===== src/rtl/hk_fetch_sequencer.sv =====
// hk_fetch_sequencer: sequences H0..H7 then K0..K(NUM_K-1) reads from the H/K memory into a valid/ack stream
// Ports: CLK/RST (sync, active-high), MEM_RDY memory ready, START begin pass, ABORT end pass,
//        W_ACK consumer accept, MEM_DR read data; HK_SELECTOR/H_ADDR/K_ADDR memory address,
//        W_DATA/W_VALID/W_IS_K/W_INDEX fetched word, BUSY pass active, DONE normal-end pulse.
module hk_fetch_sequencer #(
  parameter int NUM_K    = 64,
  parameter int READ_LAT = 1
) (
  input  logic        CLK,
  input  logic        RST,
  input  logic        MEM_RDY,
  input  logic        START,
  input  logic        ABORT,
  input  logic        W_ACK,
  input  logic [31:0] MEM_DR,
  output logic        HK_SELECTOR,
  output logic [2:0]  H_ADDR,
  output logic [5:0]  K_ADDR,
  output logic [31:0] W_DATA,
  output logic        W_VALID,
  output logic        W_IS_K,
  output logic [5:0]  W_INDEX,
  output logic        BUSY,
  output logic        DONE
);
  typedef enum logic [2:0] {S_WAIT_RDY, S_IDLE, S_WAIT, S_HOLD, S_FIN} state_t;
  state_t state_q, state_d;
  logic [2:0] cnt_q, cnt_d;
  logic sel_q, sel_d;
  logic [2:0] h_addr_q, h_addr_d;
  logic [5:0] k_addr_q, k_addr_d;
  logic [31:0] w_data_q, w_data_d;
  logic w_valid_q, w_valid_d, w_is_k_q, w_is_k_d;
  logic [5:0] w_index_q, w_index_d;
  logic busy_q, busy_d, done_q, done_d;
  logic last_cnt, h_last, k_last;
  assign last_cnt = cnt_q == 3'(READ_LAT - 1);
  assign h_last   = h_addr_q == 3'd7;
  assign k_last   = sel_q && k_addr_q == 6'(NUM_K - 1);
  always_ff @(posedge CLK) begin
    if (RST) begin
      state_q   <= S_WAIT_RDY;
      cnt_q     <= '0;
      sel_q     <= 1'b0;
      h_addr_q  <= '0;
      k_addr_q  <= '0;
      w_data_q  <= '0;
      w_valid_q <= 1'b0;
      w_is_k_q  <= 1'b0;
      w_index_q <= '0;
      busy_q    <= 1'b0;
      done_q    <= 1'b0;
    end else begin
      state_q   <= state_d;
      cnt_q     <= cnt_d;
      sel_q     <= sel_d;
      h_addr_q  <= h_addr_d;
      k_addr_q  <= k_addr_d;
      w_data_q  <= w_data_d;
      w_valid_q <= w_valid_d;
      w_is_k_q  <= w_is_k_d;
      w_index_q <= w_index_d;
      busy_q    <= busy_d;
      done_q    <= done_d;
    end
  end
  // ABORT outranks both the read capture and the ACK-driven advance
  always_comb begin
    state_d = state_q;
    unique case (state_q)
      S_WAIT_RDY: state_d = MEM_RDY ? S_IDLE : S_WAIT_RDY;
      S_IDLE:     state_d = START ? S_WAIT : S_IDLE;
      S_WAIT:     state_d = ABORT ? S_IDLE : last_cnt ? S_HOLD : S_WAIT;
      S_HOLD:     state_d = ABORT ? S_IDLE : !W_ACK ? S_HOLD : k_last ? S_FIN : S_WAIT;
      S_FIN:      state_d = S_IDLE;
      default:    state_d = S_WAIT_RDY;
    endcase
  end
  always_comb begin
    sel_d     = sel_q;
    h_addr_d  = h_addr_q;
    k_addr_d  = k_addr_q;
    w_data_d  = w_data_q;
    w_valid_d = w_valid_q;
    w_is_k_d  = w_is_k_q;
    w_index_d = w_index_q;
    cnt_d     = (state_q == S_WAIT && state_d == S_WAIT) ? cnt_q + 3'd1 : '0;
    busy_d    = state_d == S_WAIT || state_d == S_HOLD;
    done_d    = state_d == S_FIN;
    if (state_q == S_WAIT && state_d == S_HOLD) begin
      w_data_d  = MEM_DR;
      w_valid_d = 1'b1;
      w_is_k_d  = sel_q;
      w_index_d = sel_q ? k_addr_q : {3'b000, h_addr_q};
    end
    if (state_q == S_HOLD && state_d != S_HOLD) w_valid_d = 1'b0;
    // H_ADDR parks at 7 once the K bank is selected
    if (state_q == S_HOLD && state_d == S_WAIT) begin
      sel_d    = sel_q | h_last;
      h_addr_d = (sel_q || h_last) ? h_addr_q : h_addr_q + 3'd1;
      k_addr_d = sel_q ? k_addr_q + 6'd1 : '0;
    end
    if (state_q == S_IDLE || state_d == S_IDLE) begin
      sel_d    = 1'b0;
      h_addr_d = '0;
      k_addr_d = '0;
    end
  end
  assign HK_SELECTOR = sel_q;
  assign H_ADDR      = h_addr_q;
  assign K_ADDR      = k_addr_q;
  assign W_DATA      = w_data_q;
  assign W_VALID     = w_valid_q;
  assign W_IS_K      = w_is_k_q;
  assign W_INDEX     = w_index_q;
  assign BUSY        = busy_q;
  assign DONE        = done_q;
endmodule


===== config.mk =====
export PLATFORM = sky130hd
export DESIGN_NAME = hk_fetch_sequencer
export DESIGN_NICKNAME = d
export VERILOG_FILES = /design/src/rtl/hk_fetch_sequencer.sv
export SDC_FILE = /design/constraint.sdc
export NUM_CORES = 1
export LEC_CHECK = 0
export CAP_MARGIN = 20
export CORE_MARGIN = 2
export CORE_UTILIZATION = 41
export CTS_BUF_LIST = sky130_fd_sc_hd__clkbuf_4 sky130_fd_sc_hd__clkbuf_8
export DETAILED_ROUTE_END_ITERATION = 8
export MAX_ROUTING_LAYER = met4
export PLACE_DENSITY = 0.78
export SYNTH_ARGS = -nofsm -noshare
export SYNTH_HDL_FRONTEND = slang
export SYNTH_SLANG_ARGS = --single-unit

===== constraint.sdc =====
create_clock -name CLK -period 1.8 [get_ports CLK]
set_clock_uncertainty 0.2 [all_clocks]
set_input_delay 0.18 -clock CLK [delete_from_list [all_inputs] [get_ports CLK]]
set_output_delay 0.18 -clock CLK [all_outputs]
set_load 0.02 [all_outputs]

==> out/results.txt, run 1 <==
The maximum number of pins on one net before global-route repair is 40. The tools report the endpoint required time on the critical path as 1.85 ns. The worst register-to-register path begins at state_q[1].

Summing all multi-input logic gate instances after layout gives 1360 sq um. Hold repair after CTS inserted 0 buffers. Dividing the detail-routed via count by the number of cells gives 5.09. The post-layout net count was 450; the routed wirelength normalized by instance count was 15.7 microns. The setup slack after layout was -0.164 ns; the fraction of registers with async set/reset was 0%. The root buffer cell chosen for the clock tree is clkbuf_8. The routed wire length is 7570 microns, and the first-pass GRT wire length is 10500 microns. Setup repair after global routing could not meet its margin everywhere. For the arrival time reported for the critical path endpoint, the log shows 2.01 ns.

The worst setup path is launched from a register. The endpoint of the worst hold path was W_DATA[25]. In this run the worst setup path begins at state_q[1]. The kind of end point of the critical path is a register. The area growth from synthesis to layout is 73.0%.

The worst hold path passes through 3 cells. The final reports fail on negative setup slack. The endpoint identified for the worst register-to-register timing path is W_DATA[10]. After detailed routing, the number of remaining DRC violations is 0. The share of final-layout standard cells stronger than drive strength 1 is 25.8%, and the count of TritonRoute iterations in the first routing pass is 4. The region available for standard cell placement spans 5570 sq um. The share of the Yosys chip area taken by registers is 48.3%. In this run the most critical hold path is launched from MEM_DR[25]. After clock tree synthesis, the clock-pin slew on the worst setup and hold paths is 0.07 ns. By count the netlist is led by 73 x nand2_1, 58 x dfxtp_1, 40 x a21oi_1. The type of the most critical hold path was input port to register.

The area fraction of the dominant cell type after synthesis is 48.3%, and the die boundary height is 80.6 microns. The number of nets produced by synthesis is 325, and the highest achievable clock rate is 509 MHz. The worst register-to-register path has a depth of 8.

The congestion estimate from routability-driven global placement came to 0.809. The synthesized area per cell works out to 8.53 sq um. The start-to-end type of the worst setup path was register to register.

The setup check on the worst reg-to-reg path leaves a slack of -0.16 ns. The number of antenna violations at the first check in global routing was 0. The logs give 9 for the CTS buffer count and 0 for the count of maximum capacitance violations. Counting distinct cell types in the post-synthesis netlist gives 44. The tools report the starting density of the core as 43.1%.

In the post-synthesis netlist, the biggest area contributors are dfxtp_1 48%, nand2_1 11%, a21oi_1 8.3%. The final route contains 2457 vias. The post-route fraction of the period consumed by the critical path was 109%. The standby leakage power came out at 1.59 nW.

For this block, the initial DRC count from the detailed router was 123. The cell type with the largest total area after synthesis is dfxtp_1. Synthesis-stage register bit count: 58. Global routing used 21.6% of the available tracks across all layers. The flow ran to the end, but the final reports show violations. Across the VDD grid, the largest voltage drop is 0.636 mV. In the synthesized netlist the dominant register cell turns out to be dfxtp_1. Minimum period implied by the final worst setup slack: 1.96 ns. The run gives -3.67 ns as the sum of negative setup slack.

The clock net in this run drives a total of 58 sinks. The run gives 0 as the antenna diode count. For this design the ratio of total power to cell area is 685 nW/um^2. In this run the remaining antenna-violating nets after routing total 0.

For the pin with the worst max-slew slack, the measured transition is 0.825 ns. The floorplan step defined a die boundary enclosing 6490 sq um. Yosys instantiated no cell more often than nand2_1. Setup violations remaining at the end of the flow were counted as 49. The floorplan has 27 rows. The boundary pin count came out at 90.

The via count of the first global-routing pass was 2246; the relative max-transition margin was 44.9%. Summing all flip-flop and latch instances after layout gives 1180 sq um. The number of flops mapped to enable cells by yosys came out at 0. The logs give 2 for the worst-case clock buffer depth and 0 for the count of endpoints failing hold in the final timing report. In this run the worst path has a maximum fanout of 5.

Final number of max-transition violations: 0. TritonCTS built the clock tree. The port buffer count is 89, and the number of levels in the clock H-tree is 3. The clock reaches the later pin of the worst-skew pair after 0.33 ns. The overall power after layout came out at 2.85 mW. During synthesis, Yosys emitted a total of 0 warnings.

The number of inserted filler cells in the final layout is 396, and the post-synthesis cell count is 282. The final HPWL from detailed placement was 4650 microns; the die width was 80.6 microns. Summing every instance area after synthesis gives 2400 sq um. Summed over all layers, the global routing overflow is 0.
## cell usage in the layout, fill, tap and decap left out, types with 3 or more instances in the layout
cell type / synthesis / final
a211oi_1: 6 / 5
nor2_1: 4 / 3
dlygate4sd2_1: 0 / 3
inv_1: 7 / 7
mux2i_1: 7 / 7
clkbuf_8: 0 / 10
dfxtp_2: 0 / 6
nand2_2: 0 / 4
buf_4: 1 / 29
a21oi_2: 1 / 5
dfxtp_1: 58 / 50
buf_6: 0 / 7
a211oi_2: 2 / 3
nor2b_1: 5 / 5
clkdlybuf4s50_1: 0 / 82
nand3_1: 6 / 5
nor3_2: 2 / 6
dlymetal6s2s_1: 0 / 4
nor3_4: 0 / 4
o211ai_1: 3 / 3
nand2_4: 0 / 3
a21oi_1: 40 / 35
nor4_1: 4 / 4
nand2_1: 73 / 66
## cell families after synthesis
group                      share of synthesized area, %
and+or+nand+nor                                    24.8
adders and majority gates                          2.60
muxes                                              2.91
xor gates and xnor gates                          0.729
buffers and inverters                              4.32
AOI/OAI and AO/OA                                  16.3
DFF                                                48.3
## worst max-delay path, cell delays in order (launching register included)
cell and delay (ns):
dfxtp_2 0.36, buf_6 0.10, or3b_4 0.37, buf_6 0.13
nor3_4 0.18, buf_6 0.18, clkbuf_16 0.15, nand2_2 0.05
a21oi_1 0.16
## what timing repair did
action	4_1_cts	5_1_grt
pin swaps	5	16
setup endpoints to repair	55	56
setup buffers	5	2
gates cloned	2	2
resized for setup	21	41
## worst max path at each step
stage	slack, ns	depth (start not counted)	to
CTS	-0.10	7	W_INDEX[2]
finish	-0.16	8	W_DATA[10]
detailed placement	-0.50	6	K_ADDR[2]
floorplan	-0.02	6	H_ADDR[0]
global placement	-0.41	5	K_ADDR[0]
global route	-0.27	8	W_DATA[10]
## registers in the layout (all words and copies together) (netlist names), 3 cells and up
signal	cells
H_ADDR	3
K_ADDR	6
W_DATA	32
W_INDEX	6
cnt_q	3
state_q	3
## area by class of cell
| type | instances | share of cell area, % |
|---|---|---|
| multi-input cells | 200 | 32.7 |
| repair buffers | 131 | 31.6 |
| flip-flops and latches | 58 | 28.3 |
| clock buffers | 12 | 3.67 |
| well taps | 72 | 2.17 |
| clock inverters | 3 | 0.962 |
| inverters | 7 | 0.632 |
## layer usage
layer,vias to the layer above,track usage (%),wire length (microns)
met3,12,5.62,597
met4,0,7.63,136
li1,1221,-,-
met1,1125,25.3,3060
met2,99,35.9,3770
met5,-,-,0
## stage by stage
stage / cells / cell area (sq um) / utilization, % / worst slack, ns / hold WS, ns
2_1_floorplan: 282 / 2450 / - / -0.0198 / 0.116
3_3_place_gp: 459 / 3630 / 65.1 / -0.406 / 0.240
3_5_place_dp: 459 / 3630 / 65.1 / -0.495 / 0.246
4_1_cts: 481 / 3960 / 71.0 / -0.100 / 0.193
5_1_grt: 483 / 4160 / 74.6 / -0.267 / 0.208
6_report: 483 / 4160 / 74.6 / -0.164 / 0.201
## power breakdown
| group | total [mW] | leakage, nW | switching, mW | internal, mW |
|---|---|---|---|---|
| Sequential | 1.32 | 0.473 | 0.0160 | 1.30 |
| Combinational | 0.350 | 1.01 | 0.164 | 0.186 |
| Clock | 1.18 | 0.103 | 0.488 | 0.696 |
| Total | 2.85 | 1.59 | 0.669 | 2.18 |
(Power assumes the default switching activity.)
==> inputs of run 2 (changes only) <==
Settings changed: CAP_MARGIN 20 to not set.
==> results of run 2 <==
Final layout, timing and power as in run 1 (identical DEF).
